## src/rtl/uart_rx_fifo_pkg.sv

```systemverilog
// rtl/uart_rx_fifo_pkg.sv - shared register map, bit positions and bus FSM type for the uart rx fifo
package uart_rx_fifo_pkg;

  localparam int ADDR_W = 5;
  localparam int DATA_W = 32;
  localparam int THR_W  = 9;

  localparam logic [ADDR_W-1:0] ADDR_CTRL      = 5'h00;
  localparam logic [ADDR_W-1:0] ADDR_STATUS    = 5'h04;
  localparam logic [ADDR_W-1:0] ADDR_DATA      = 5'h08;
  localparam logic [ADDR_W-1:0] ADDR_THRESHOLD = 5'h0C;

  localparam int CTRL_ENABLE_BIT    = 0;
  localparam int CTRL_FLUSH_BIT     = 1;
  localparam int STATUS_EMPTY_BIT   = 0;
  localparam int STATUS_FULL_BIT    = 1;
  localparam int STATUS_OVERRUN_BIT = 2;
  localparam int STATUS_LEVEL_LSB   = 8;

  typedef enum logic [1:0] {
    BUS_IDLE,
    BUS_ACK,
    BUS_HOLD
  } bus_state_e;

  function automatic logic [DATA_W-1:0] status_word(input logic empty, input logic full,
                                                    input logic overrun,
                                                    input logic [THR_W-1:0] level);
    logic [DATA_W-1:0] w;
    w = '0;
    w[STATUS_EMPTY_BIT] = empty;
    w[STATUS_FULL_BIT] = full;
    w[STATUS_OVERRUN_BIT] = overrun;
    w[STATUS_LEVEL_LSB +: THR_W] = level;
    return w;
  endfunction

endpackage

```

## src/rtl/uart_rx_fifo_if.sv

```systemverilog
// rtl/uart_rx_fifo_if.sv - register bus between a master and the uart rx fifo
interface uart_rx_fifo_if;
  import uart_rx_fifo_pkg::*;

  logic              select;
  logic [3:0]        wstrb;
  logic [ADDR_W-1:0] addr;
  logic [DATA_W-1:0] data_i;
  logic              ready;
  logic [DATA_W-1:0] data_o;

  modport master (output select, wstrb, addr, data_i, input ready, data_o);
  modport slave  (input select, wstrb, addr, data_i, output ready, data_o);

endinterface

```

## src/rtl/uart_rx_fifo_sync_fifo.sv

```systemverilog
// rtl/uart_rx_fifo_sync_fifo.sv - single-clock fifo with flush and simultaneous push/pop when full
module sync_fifo #(
  parameter int DEPTH = 16,
  parameter int WIDTH = 8
) (
  input  logic                     clk,
  input  logic                     reset_n,
  input  logic                     push,
  input  logic                     pop,
  input  logic                     flush,
  input  logic [WIDTH-1:0]         wdata,
  output logic                     full,
  output logic                     empty,
  output logic [$clog2(DEPTH):0]   level,
  output logic [WIDTH-1:0]         head
);
  localparam int AW = $clog2(DEPTH);
  localparam int LW = AW + 1;

  logic [WIDTH-1:0] mem [DEPTH];
  logic [AW-1:0]    wr_ptr, rd_ptr;
  logic [LW-1:0]    count;
  logic             do_push, do_pop;

  assign full  = (count == LW'(DEPTH));
  assign empty = (count == '0);
  assign level = count;
  assign head  = mem[rd_ptr];

  // A pop frees the slot in the same edge, so a full fifo still accepts a concurrent push.
  assign do_pop  = pop & ~empty & ~flush;
  assign do_push = push & ~flush & (~full | do_pop);

  always_ff @(posedge clk) begin
    if (!reset_n) begin
      wr_ptr <= '0;
      rd_ptr <= '0;
      count  <= '0;
    end else if (flush) begin
      wr_ptr <= '0;
      rd_ptr <= '0;
      count  <= '0;
    end else begin
      if (do_push) wr_ptr <= wr_ptr + AW'(1);
      if (do_pop)  rd_ptr <= rd_ptr + AW'(1);
      count <= count + LW'(do_push) - LW'(do_pop);
    end
  end

  always_ff @(posedge clk) begin
    if (do_push) mem[wr_ptr] <= wdata;
  end

endmodule

```

## src/rtl/uart_rx_fifo.sv

```systemverilog
// rtl/uart_rx_fifo.sv - uart receive fifo with register bus, status flags and threshold interrupt
module uart_rx_fifo
  import uart_rx_fifo_pkg::*;
#(
  parameter int DEPTH     = 16,
  parameter int THR_RESET = 1
) (
  input  logic          clk,
  input  logic          reset_n,
  uart_rx_fifo_if.slave bus,
  input  logic [7:0]    rx_data,
  input  logic          rx_valid,
  output logic          irq
);
  localparam int LW = $clog2(DEPTH) + 1;

  bus_state_e        state_q, state_d;
  logic              ready;
  logic              rd_acc, wr_acc;
  logic              hit_ctrl, hit_status, hit_data, hit_thr;
  logic              enable, overrun;
  logic              flush, push, pop, overrun_set, overrun_clr;
  logic              fifo_full, fifo_empty;
  logic [LW-1:0]     fifo_level;
  logic [THR_W-1:0]  level9, threshold;
  logic [7:0]        head;
  logic [DATA_W-1:0] rdata;
  logic              unused_bits;

  always_ff @(posedge clk) begin
    if (!reset_n) state_q <= BUS_IDLE;
    else          state_q <= state_d;
  end

  // IDLE is the armed state; HOLD waits for select to drop so a held request is served once.
  always_comb begin
    state_d = state_q;
    case (state_q)
      BUS_IDLE: if (bus.select) state_d = BUS_ACK;
      BUS_ACK:  state_d = bus.select ? BUS_HOLD : BUS_IDLE;
      BUS_HOLD: if (!bus.select) state_d = BUS_IDLE;
      default:  state_d = BUS_IDLE;
    endcase
  end

  always_comb begin
    ready = (state_q == BUS_ACK);
  end

  assign wr_acc     = ready & (bus.wstrb != 4'b0000);
  assign rd_acc     = ready & (bus.wstrb == 4'b0000);
  assign hit_ctrl   = (bus.addr == ADDR_CTRL);
  assign hit_status = (bus.addr == ADDR_STATUS);
  assign hit_data   = (bus.addr == ADDR_DATA);
  assign hit_thr    = (bus.addr == ADDR_THRESHOLD);

  assign flush       = wr_acc & hit_ctrl & bus.wstrb[0] & bus.data_i[CTRL_FLUSH_BIT];
  assign pop         = rd_acc & hit_data;
  assign push        = enable & rx_valid;
  assign overrun_set = push & fifo_full & ~(pop & ~fifo_empty) & ~flush;
  assign overrun_clr = wr_acc & hit_status & bus.wstrb[0] & bus.data_i[STATUS_OVERRUN_BIT];

  sync_fifo #(
    .DEPTH (DEPTH),
    .WIDTH (8)
  ) u_fifo (
    .clk     (clk),
    .reset_n (reset_n),
    .push    (push),
    .pop     (pop),
    .flush   (flush),
    .wdata   (rx_data),
    .full    (fifo_full),
    .empty   (fifo_empty),
    .level   (fifo_level),
    .head    (head)
  );

  assign level9 = THR_W'(fifo_level);

  always_ff @(posedge clk) begin
    if (!reset_n) begin
      enable    <= 1'b0;
      overrun   <= 1'b0;
      threshold <= THR_W'(THR_RESET);
      irq       <= 1'b0;
    end else begin
      if (wr_acc && hit_ctrl && bus.wstrb[0]) enable <= bus.data_i[CTRL_ENABLE_BIT];
      if (wr_acc && hit_thr) begin
        if (bus.wstrb[0]) threshold[7:0] <= bus.data_i[7:0];
        if (bus.wstrb[1]) threshold[8]   <= bus.data_i[8];
      end
      if (overrun_set)      overrun <= 1'b1;
      else if (overrun_clr) overrun <= 1'b0;
      irq <= enable & (threshold != '0) & (level9 >= threshold);
    end
  end

  always_comb begin
    rdata = '0;
    case (bus.addr)
      ADDR_CTRL:      rdata[CTRL_ENABLE_BIT] = enable;
      ADDR_STATUS:    rdata = status_word(fifo_empty, fifo_full, overrun, level9);
      ADDR_DATA:      rdata[7:0] = fifo_empty ? 8'h00 : head;
      ADDR_THRESHOLD: rdata[THR_W-1:0] = threshold;
      default:        rdata = '0;
    endcase
  end

  assign bus.ready  = ready;
  assign bus.data_o = ready ? rdata : '0;

  assign unused_bits = ^{bus.data_i[31:9], bus.wstrb[3:2]};

endmodule

```

## src/flat_wrapper.sv

```systemverilog
// flat-port wrapper written by rule: the top's interface ports become plain ports
module uart_rx_fifo_flat import uart_rx_fifo_pkg::*;
#(
  parameter int DEPTH     = 16,
  parameter int THR_RESET = 1
)
  (clk, reset_n, rx_data, rx_valid, irq, bus_select, bus_wstrb, bus_addr, bus_data_i, bus_ready, bus_data_o);
  uart_rx_fifo_if bus_i ();
  input  logic clk;
  input  logic reset_n;
  input  logic [7:0] rx_data;
  input  logic rx_valid;
  output logic irq;
  input wire logic [$bits(bus_i.select)-1:0] bus_select;
  input wire logic [$bits(bus_i.wstrb)-1:0] bus_wstrb;
  input wire logic [$bits(bus_i.addr)-1:0] bus_addr;
  input wire logic [$bits(bus_i.data_i)-1:0] bus_data_i;
  output wire logic [$bits(bus_i.ready)-1:0] bus_ready;
  output wire logic [$bits(bus_i.data_o)-1:0] bus_data_o;
  assign bus_i.select = bus_select;
  assign bus_i.wstrb = bus_wstrb;
  assign bus_i.addr = bus_addr;
  assign bus_i.data_i = bus_data_i;
  assign bus_ready = bus_i.ready;
  assign bus_data_o = bus_i.data_o;
  uart_rx_fifo #(.DEPTH(DEPTH), .THR_RESET(THR_RESET)) u_core (.clk(clk), .reset_n(reset_n), .bus(bus_i), .rx_data(rx_data), .rx_valid(rx_valid), .irq(irq));
endmodule
```

## config.mk

```make
export PLATFORM = sky130hd
export DESIGN_NAME = uart_rx_fifo_flat
export DESIGN_NICKNAME = d
export VERILOG_FILES = /design/src/rtl/uart_rx_fifo_pkg.sv /design/src/rtl/uart_rx_fifo_if.sv /design/src/rtl/uart_rx_fifo_sync_fifo.sv /design/src/rtl/uart_rx_fifo.sv /design/src/flat_wrapper.sv
export SDC_FILE = /design/constraint.sdc
export NUM_CORES = 1
export LEC_CHECK = 0
export CAP_MARGIN = 5
export CORE_ASPECT_RATIO = 0.7
export CORE_MARGIN = 2
export CORE_UTILIZATION = 37
export CTS_BUF_LIST = sky130_fd_sc_hd__clkbuf_4 sky130_fd_sc_hd__clkbuf_8
export CTS_CLUSTER_SIZE = 25
export DETAILED_ROUTE_END_ITERATION = 12
export GPL_TIMING_DRIVEN = 0
export SYNTH_ARGS = -nofsm -noshare
export SYNTH_HDL_FRONTEND = slang
export SYNTH_SLANG_ARGS = --single-unit
```

## constraint.sdc

```tcl
create_clock -name clk -period 4.1 [get_ports clk]
set_input_delay 0.41 -clock clk [delete_from_list [all_inputs] [get_ports clk]]
set_output_delay 0.41 -clock clk [all_outputs]
set_load 0.01 [all_outputs]
```

==> metrics.cfg <==
[yosys]
ys_ff_latch=159
synth_top_area_share_pct=55.25
synth_ff_type=edfxtp_1
ys_top_cells_by_area=edfxtp_1, dfxtp_1, mux4_2
synth_common_cells=edfxtp_1, nor2_1, dfxtp_1
yosys.area.top_type=edfxtp_1
ys_warn_count=0
synth-edff-count=128
synth_most_common_cell=edfxtp_1
netlist_instances=458
avgSynthCellArea_um2=15.19
yosysUniqueCellTypes=52
ys_seq_area_share_pct=64.17
syn-cell-area_um2=6957
async_flop_share_pct=0

[die]
fp-row-count=41
fp.coreArea_um2=18210
die_w_um=167.9
die-height_um=118.7
initial_core_util_pct=38.20
dieArea_um2=19930
ioPinCount=87

[global_routing]
grt_overflow=0
grt_use_total_pct=15.93
grt_pass1_vias=4016
grt_max_degree=19
grt_pass1_wl_um=23270
antenna_found_initial=0

[sta]
slew_violations=0
finalWorstSetupSlack_ns=0.5094
hold_violations=0
worstMarginPinSlew_ns=1.123
slew_headroom_pct=24.88
finClkSkew_ns=0.01944
finalSetupViolations=0
period_minus_slack_ns=3.591
finalSetupTns_ns=0
fmax_ghz=0.2785
post-route-period-util_pct=87.58
grt_setup_unrepaired=false
hold_slack_ns=0.5054

[clock_tree]
clock_latency_ns=0.45
post_cts_buffers=0
cts.clk_slew.worst_paths_ns=0.10
cts_htree_levels=4
cts.sinks=159
cts_buffers=17
cts-root-buf=clkbuf_8
cts_tree=built
holdBufCountCts=0
cts_resized=0
clockBufferDepth=2

[pwr]
powerDensity_nw_per_um2=370.4
p_leak_nw=2.829
pwr-share-clk_pct=39.6
ir_drop_v=0.0002265
internal_power_mw=2.310
p_seq_share_pct=57.3
pwr-share-comb_pct=3.1
p_sw_share_pct=23.99
p_sw_mw=0.7289

[run_status]
status=finished clean

[critical_path]
r2r-start=u_core.state_q[0]
required_ns=3.69
path_cells=clkbuf_1, clkbuf_1, mux4_2, mux2i_1, o22ai_1, a21o_1, clkdlybuf4s50_1
end_kind=primary output
path_common_cell=clkbuf_1
crit_slowest_cell=clkbuf_1
critPathLaunchType=flip-flop
path_class=flip-flop to primary output
arrival_ns=3.18
cp_max_fo=10
cp_top_family=buffers and inverters
max_stage_delay_ns=0.51
path_buf_inv=3

[detailed_routing]
via_count=4102
postRouteAntennaNets=0
drtPass1Iterations=5
wl_per_cell_um=19.79
via_per_inst=5.206
drc=0
routed_wl_um=15600
drtIter0Drc=388

[hold_path]
hold_start=u_core.state_q[0]
holdCritPathClass=flip-flop to flip-flop

[finish]
syn_to_final_growth_pct=17.91
finalNetCount=609
diodes=0
drive_gt1_share_pct=18.84

[placement]
place_congestion=0.8201
dp_hpwl_um=10850
place_ws_ns=0.4636
port_buffers=44

[flow_run]
drv_cap=0

[state kept, by name, indices dropped and copies added, names as in the netlist, named ones only]
signal                flops
u_core.irq                1
u_core.u_fifo.rd_ptr      4
u_core.u_fifo.level       5
u_core.u_fifo.mem       128
u_core.state_q            2
u_core.threshold          9
u_core.u_fifo.wr_ptr      4
u_core.overrun            1
u_core.enable             1
[worst paths after layout]
check | slack (ns) | depth (start not counted) | end
setup / recovery | 0.51 | 7 | bus_data_o[7]
hold / removal | 0.51 | 1 | u_core.state_q[0]
setup reg to reg | 1.03 | 15 | u_core.u_fifo.level[4]
hold reg to reg | 0.51 | 1 | u_core.state_q[0]
[layer usage]
metal,wire length (um),vias up,part of all wire [%],GRT usage (%)
met2,6301,156,40,21.93
li1,-,1875,-,-
met4,159,0,1.0,3.913
met3,1177,16,7.5,4.153
met1,7957,2055,51,24.75
met5,0,-,0,0
[area by class of cell]
| cell class | instances | area (um^2) |
|---|---|---|
| fillers | 1616 | 10010 |
| repair buffers | 44 | 440.4 |
| flip-flops and latches | 159 | 4464 |
| clock inverters | 15 | 188.9 |
| multi-input cells | 261 | 2227 |
| inverters | 16 | 60.06 |
| clock buffers | 17 | 234.0 |
| plain buffers | 40 | 292.8 |
| well taps | 236 | 295.3 |
[layout by cell type (no fill, tap or decap), types with 4 or more instances in the layout]
cell type        count
mux4_2              18
buf_2                7
mux2_2               6
edfxtp_1           128
xor2_1               6
ha_1                16
nor2_1              34
o22ai_1             10
xnor2_1              4
nor3_1               8
clkdlybuf4s50_1     44
nand2_1             10
nor2b_1             20
clkbuf_8            17
mux2i_1             27
a211oi_1             6
nand2b_1             5
inv_1               16
dfxtp_1             31
a21o_1               8
clkbuf_1             7
nor3_2               5
a21oi_1              9
inv_8                6
nand4_1              4
mux4_1               6
buf_4               21
nand3_1              6
conb_1              19
[worst reg2reg max path: stages (launching register included)]
cell and delay, ns:
dfxtp_1 0.36, nor3b_2 0.18, a41oi_1 0.56, and2_1 0.21
buf_4 0.15, inv_1 0.05, ha_1 0.27, inv_1 0.04
ha_1 0.18, inv_1 0.07, fa_1 0.20, inv_1 0.05
a21oi_1 0.14, nor2_1 0.06, or3_1 0.34, a21oi_1 0.14
[power groups by stage]
stage	sequential, mW	clock, mW	combinational, mW
global placement	1.78	0	0.0898
detailed placement	1.78	0	0.0924
finish	1.74	1.20	0.0940
CTS	1.74	1.23	0.0929
floorplan	1.78	0	0.0363
global route	1.74	1.30	0.102
[cells by family after synthesis]
| family | synth area share, % |
|---|---|
| flops | 64.17 |
| fa+ha+maj | 3.165 |
| compound gates | 4.442 |
| mux | 12.95 |
| other cells | 0.05391 |
| simple gates | 8.885 |
| xor+xnor | 1.259 |
| buf+inv | 5.072 |
[through the flow]
step                area [um^2]  instances  utilization [%]  power (mW)
global placement           7760        756            42.61       1.867
CTS                        8198        788            45.02       3.065
detailed placement         7775        756            42.69       1.870
finish                     8203        788            45.04       3.038
floorplan                  7024        476                -       1.814
global route               8203        788            45.04       3.142
No activity file was read; power rests on OpenSTA's default activity.
